<file path="src/rtl/traffic_pkg.sv">
// Shared definitions for the traffic controller blocks: value width,
// timer state encoding and default prescaler divisor.
package traffic_pkg;

    localparam int unsigned VALUE_W          = 4;
    localparam int unsigned TICK_DIV_DEFAULT = 50;

    typedef enum logic {
        StIdle,
        StCount
    } timer_state_e;

endpackage

</file>
<file path="src/rtl/tick_prescaler.sv">
// Free-running divide-by-TICK_DIV counter with enable and synchronous clear.
// Emits a single-cycle tick on the last count of each period.
module tick_prescaler #(
    parameter int unsigned TICK_DIV = 50
) (
    input  logic clk,
    input  logic sys_reset,
    input  logic en,
    input  logic clr,
    output logic tick
);

    localparam int unsigned CntW = (TICK_DIV > 1) ? $clog2(TICK_DIV) : 1;
    localparam logic [CntW-1:0] CntLast = CntW'(TICK_DIV - 1);

    logic [CntW-1:0] count_q, count_d;

    assign tick = en && (count_q == CntLast);

    always_comb begin
        count_d = count_q;
        if (clr) begin
            count_d = '0;
        end else if (en) begin
            count_d = (count_q == CntLast) ? '0 : count_q + 1'b1;
        end
    end

    always_ff @(posedge clk or negedge sys_reset) begin
        if (!sys_reset) begin
            count_q <= '0;
        end else begin
            count_q <= count_d;
        end
    end

endmodule

</file>
<file path="src/rtl/interval_timer.sv">
// Loads an interval in seconds on start_timer, counts it down using a
// prescaled tick and pulses expired for one cycle when it reaches zero.
module interval_timer #(
    parameter int unsigned TICK_DIV = traffic_pkg::TICK_DIV_DEFAULT,
    parameter int unsigned VALUE_W  = traffic_pkg::VALUE_W
) (
    input  logic               clk,
    input  logic               sys_reset,
    input  logic [VALUE_W-1:0] value_in,
    input  logic               start_timer,
    input  logic               prg_sync_in,
    output logic               busy,
    output logic [VALUE_W-1:0] remaining,
    output logic               expired
);

    import traffic_pkg::*;

    timer_state_e       state_q, state_d;
    logic [VALUE_W-1:0] remaining_q, remaining_d;
    logic               expired_q, expired_d;
    logic               tick;
    logic               start_ok;
    logic               presc_clr;

    // Reprogramming beats a simultaneous start.
    assign start_ok  = start_timer && !prg_sync_in;
    assign presc_clr = prg_sync_in || start_timer;

    tick_prescaler #(
        .TICK_DIV (TICK_DIV)
    ) u_prescaler (
        .clk       (clk),
        .sys_reset (sys_reset),
        .en        (state_q == StCount),
        .clr       (presc_clr),
        .tick      (tick)
    );

    always_comb begin
        state_d     = state_q;
        remaining_d = remaining_q;
        expired_d   = 1'b0;
        if (prg_sync_in) begin
            state_d     = StIdle;
            remaining_d = '0;
        end else if (start_ok) begin
            remaining_d = value_in;
            if (value_in != '0) begin
                state_d = StCount;
            end else begin
                state_d   = StIdle;
                expired_d = 1'b1;
            end
        end else if (tick) begin
            if (remaining_q > VALUE_W'(1)) begin
                remaining_d = remaining_q - 1'b1;
            end else begin
                remaining_d = '0;
                expired_d   = 1'b1;
                state_d     = StIdle;
            end
        end
    end

    always_ff @(posedge clk or negedge sys_reset) begin
        if (!sys_reset) begin
            state_q     <= StIdle;
            remaining_q <= '0;
            expired_q   <= 1'b0;
        end else begin
            state_q     <= state_d;
            remaining_q <= remaining_d;
            expired_q   <= expired_d;
        end
    end

    assign busy      = (state_q == StCount);
    assign remaining = remaining_q;
    assign expired   = expired_q;

endmodule

</file>
<file path="config.mk">
export PLATFORM = sky130hd
export DESIGN_NAME = interval_timer
export DESIGN_NICKNAME = d
export VERILOG_FILES = /design/src/rtl/traffic_pkg.sv /design/src/rtl/tick_prescaler.sv /design/src/rtl/interval_timer.sv
export SDC_FILE = /design/constraint.sdc
export NUM_CORES = 1
export LEC_CHECK = 0
export CORE_MARGIN = 10
export CORE_UTILIZATION = 30
export CTS_CLUSTER_SIZE = 40
export DETAILED_ROUTE_END_ITERATION = 10
export DONT_BUFFER_PORTS = 1
export PLACE_DENSITY = 0.47
export SLEW_MARGIN = 20
export SYNTH_ARGS = -nofsm -noshare
export SYNTH_HDL_FRONTEND = slang
export SYNTH_SLANG_ARGS = --single-unit
</file>
<file path="constraint.sdc">
create_clock -name clk -period 2.05 [get_ports clk]
set_clock_uncertainty 0.15 [all_clocks]
set_input_delay 0.205 -clock clk [delete_from_list [all_inputs] [get_ports clk]]
set_output_delay 0.205 -clock clk [all_outputs]
set_load 0.1 [all_outputs]
</file>
### Word-level counts from Yosys, hierarchy flattened

Cells that the tools add are included.

| storage, ports and cells | value |
|---|---|
| flip-flop bits (word level) | 12 |
| latch bits | 0 |
| RAM bits | 0 |
| memory bits (read-only) | 0 |
| input port bits | 8 |
| word-level logic and storage cells | 34 |
| memories kept | 0 |

| operators by class | value |
|---|---|
| add/sub/neg operators | 2 |
| multipliers | 0 |
| divide/modulo/power cells | 0 |
| order comparisons | 1 |
| eq/ne operators | 2 |
| shift operators | 0 |
| multiplexer cells | 17 |
| bitwise operators | 0 |
| reductions and logical operators | 8 |

Operator list:

| cell | count |
|---|---|
| 6-bit two-way mux | 3 |
| 4-bit two-way mux | 4 |
| 1-bit two-way mux | 10 |
| 6-bit by 1-bit adder with 6-bit output, second input constant | 1 |
| 6-bit == test, second input constant | 1 |
| 4-bit by 1-bit > comparator with 1-bit output, second input constant | 1 |
| 4-bit nonzero test | 1 |
| 4-bit by 1-bit subtractor with 4-bit output, second input constant | 1 |
| 3-bit inequality test, second input constant | 1 |
| 3-bit nonzero test | 1 |
| 1-bit logical AND | 2 |
| 2-bit AND reduction | 1 |
| 2-bit nonzero test | 1 |
| 1-bit zero test | 1 |
| 1-bit logical OR | 1 |

### Depth between registers and ports, before layout

| depth | value |
|---|---|
| word-level depth | 5 |
| gate-level depth with buffers | 7 |

### Hierarchy

Synthesis repeated with hierarchy kept, for this count alone.

| second synthesis, totals | value |
|---|---|
| cells, all modules | 84 |
| area, all modules | 788.3 um2 |

Modules (own cells, without submodules):

| module | instances | cells each | area each (um2) | sequential area each (um2) |
|---|---|---|---|---|
| tick_prescaler | 1 | 43 | 409.1 | 150.1 |
| interval_timer | 1 | 41 | 379.1 | 150.1 |

### Worst setup path after synthesis

OpenSTA, ideal clock, no wires.

| timing | value |
|---|---|
| path kind | register to register |
| start point | register remaining_q[0], in the netlist remaining[0] |
| end point | register remaining_q[3], in the netlist remaining[3] |
| arrival | 2061 ps |
| setup slack | -245 ps |
| cell stages (with the launch flop) | 7 |
| path buffers | 0 |
| period minus slack after synthesis | 2295 ps |
| cell sequence | dfrtp_1 > inv_1 > ha_1 > or2_2 > nor4_1 > mux2i_1 > o22ai_1 |

| on the way | value |
|---|---|
| longest elaborated chain between the ends | 5 |
| elaborated cells between the ends (all ways) | 6 |
| classes of those cells | add/sub: 1; order compare: 1; mux: 4 |

RTL lines:

| item | RTL line | RTL |
|---|---|---|
| start, declared | interval_timer.sv:20 | `logic [VALUE_W-1:0] remaining_q, remaining_d;` |
| start signal, assigned | interval_timer.sv:73 | `remaining_q <= remaining_d;` |
| 4-bit by 1-bit subtractor with 4-bit output / 4-bit by 1-bit > comparator with 1-bit output (equally long branches) | interval_timer.sv:57, interval_timer.sv:56 |  |
| 4-bit two-way mux (*) | interval_timer.sv:56 | `if (remaining_q > VALUE_W'(1)) begin` |
| 4-bit two-way mux (*) | interval_timer.sv:55 | `end else if (tick) begin` |
| 4-bit two-way mux (*) | interval_timer.sv:47 | `end else if (start_ok) begin` |
| 4-bit two-way mux (*) | interval_timer.sv:44 | `if (prg_sync_in) begin` |

Mark *: on every way between the ends. The rest lies on a longest branch, timed or not. The select of a mux whose other input is x is not followed.
A chain may end at the register's enable or synchronous reset.

### Final worst setup path

Ends and elaborated chain as after synthesis.

==> metrics.cfg <==
[status]
outcome=finished clean

[placement]
place_congestion=0.755
portBuffers=0
dpl.hpwl_mm=1.44

[setup_path]
arrival_ps=1690
cp_slowest_stage_delay_ps=380
crit_fanout=4
crit_path_start=remaining[0]$_DFFE_PN0P_
slowest_stage=dfrtp_2
critPathKind=reg -> reg
reg2reg_from=remaining[0]$_DFFE_PN0P_
startpoint_type=flip-flop
crit_path_cell_trace=inv_1 > ha_1 > or2_2 > nor4_1 > mux2i_1 > o22ai_1
end_kind=flip-flop
cp_data_required_time_ps=2100
reg2reg_slack_ps=410

[clock_tree]
cts_resized=0
holdBufCountCts=7
max-clock-path-buffers=2
htree_levels=1
cts_sinks=12
insertion_delay_ps=280
cts_tree=built
root_buffer=clkbuf_4
clk_pin_slew_ps=80
post_cts_buffers=0
cts_made_buffers=3

[timing]
fin_crit_ps=1640
fin_crit_sh_pct=80.2
rsz0062_at_grt=false
setup_viol=0
hold_viol=0
slew_headroom_pct=61.3
tightest_slew_ps=579
tns_ps=0
finalMaxSlewViolations=0
fmax_mhz=608

[die]
row_count=18
io_pins=14
initial_core_util_pct=31.0
fp.dieArea_sq_um=4920
core_area_sq_um=2430
die_w_um=70.2
fp.dieH_um=70.2

[layout]
n_antenna_cell=0
final_cell_mix=9 x nor2_1, 9 x dfrtp_1, 8 x nand2_1
syn2layout_area_growth_pct=21.6
nets=112
drive_gt1_share_pct=16.2

[logic_synthesis]
synth_seq_area_share_pct=39.8
ys.flop_type=dfrtp_1
synth_enable_flop_cells=0
async_flop_share_pct=100
syn_avg_cell_area_sq_um=8.88
yosysWarnings=0
syn-num-nets=97
synth.distinct_cells=37
ys_ff_latch=12
synth_area_sq_um=754
syn_inst=85

[detailed_routing]
routed.top_layer=met4
firstDrtPassIters=2
m1WireLength_um=911
drc=0
avgRoutedWirePerCell_um=15.1
vias=673
ant_nets=0
viasPerCell=5.22
wl_met2_um=911
drt_wl_total_mm=1.95
drt_iter0_drc=30
wl_met3_um=98

[pwr]
seqPwrFrac_pct=46.6
switching_power_w=0.000194
finalPower_w=0.000555
p_clk_share_pct=28.7
p_leak_nw=0.397
power_frac_comb_pct=24.8
cellPowerDensity_nw_per_um2=605
ir_worst_vdd_uv=313
switching_share_pct=35.0
p_int_w=0.000361

[min_path]
hold_class=in -> reg
min_from=value_in[3]

[global_route]
antenna_found_initial=0
grt_max_degree=13
grt_overflow=0
first_global_vias=691
grt_usage_pct=8.22
grt_pass1_wl_mm=3.41

[flow_run]
maxCapViolations=0

worst max-delay path: cells and delay by family (launching register included):
family | cells | cell delay, ps
simple gates | 2 | 470
buf+inv | 1 | 80
flops | 1 | 380
fa+ha+maj | 1 | 230
mux | 1 | 100
compound gates | 1 | 160
power groups by stage:
stage                     Combinational (W)  Sequential, W  Clock [W]
after CTS                          0.000138       0.000258   0.000168
final                              0.000137       0.000258   0.000159
after global routing               0.000147       0.000260   0.000179
after global placement             0.000118       0.000263          0
after floorplan                   0.0000412       0.000316          0
after detailed placement           0.000120       0.000263          0
registers in the layout, summed over array words and instances, names as in the netlist:
register / flops
remaining: 4
busy: 1
u_prescaler.count_q: 6
expired: 1
worst paths after layout:
check                                                     end  cells after the start
min in group asynchronous            remaining[2]$_DFFE_PN0P_                      1
max reg2reg                          remaining[3]$_DFFE_PN0P_                      6
max in group asynchronous                    busy$_DFFE_PN0P_                      1
min reg2reg                u_prescaler.count_q[2]$_DFFE_PN0P_                      2
max                                  remaining[3]$_DFFE_PN0P_                      6
min                                         expired$_DFF_PN0_                      2
cells in the mapped netlist, drive strengths merged, types with 2 or more instances:
library cell  number  area, sq um
nand2              8         30.0
buf                2         16.3
nand3b             2         15.0
a31oi              2         12.5
nor2b              2         12.5
mux2i              2         20.0
and3b              2         21.3
a21oi              4         20.0
ha                 4         50.1
dfrtp             12          300
o21ai              3         15.0
nor3               2         10.0
inv                5         18.8
or2                2         12.5
nor2               9         33.8
nand3              5         25.0
nand4              3         18.8
stage by stage:
| step | std cells | hold WS [ps] | area, sq um | utilization (%) | setup slack [ps] |
|---|---|---|---|---|---|
| global placement | 118 | -240 | 821 | 33.7 | 416 |
| CTS | 129 | 4.91 | 917 | 37.7 | 395 |
| global route | 129 | 22.6 | 917 | 37.7 | 258 |
| detailed placement | 118 | -240 | 821 | 33.7 | 413 |
| floorplan | 85 | -241 | 758 | - | 67.8 |
| finish | 129 | 20.8 | 917 | 37.7 | 406 |
kinds of logic after synthesis:
| logic type | share of synthesized area, % |
|---|---|
| AOI/OAI and AO/OA | 16.3 |
| adders and majority gates | 6.63 |
| DFF | 39.8 |
| xor gates and xnor gates | 1.16 |
| and+or+nand+nor | 28.4 |
| buffers and inverters | 5.14 |
| muxes | 2.65 |
per-layer routing:
| layer | GRT usage (%) | up-vias |
|---|---|---|
| met1 | 9.79 | 324 |
| met3 | 3.67 | 4 |
| met4 | 3.73 | 0 |
| met2 | 12.3 | 12 |
| li1 | - | 333 |
| met5 | 0 | - |
layout make-up:
type / instances / area [sq um]
Clock buffer: 4 / 26.3
Fill cell: 255 / 1520
Inverter: 5 / 18.8
Multi-Input combinational cell: 65 / 415
Sequential cell: 12 / 304
Tap cell: 30 / 37.5
Timing Repair Buffer: 13 / 115
No activity file was read; power rests on OpenSTA's default activity.
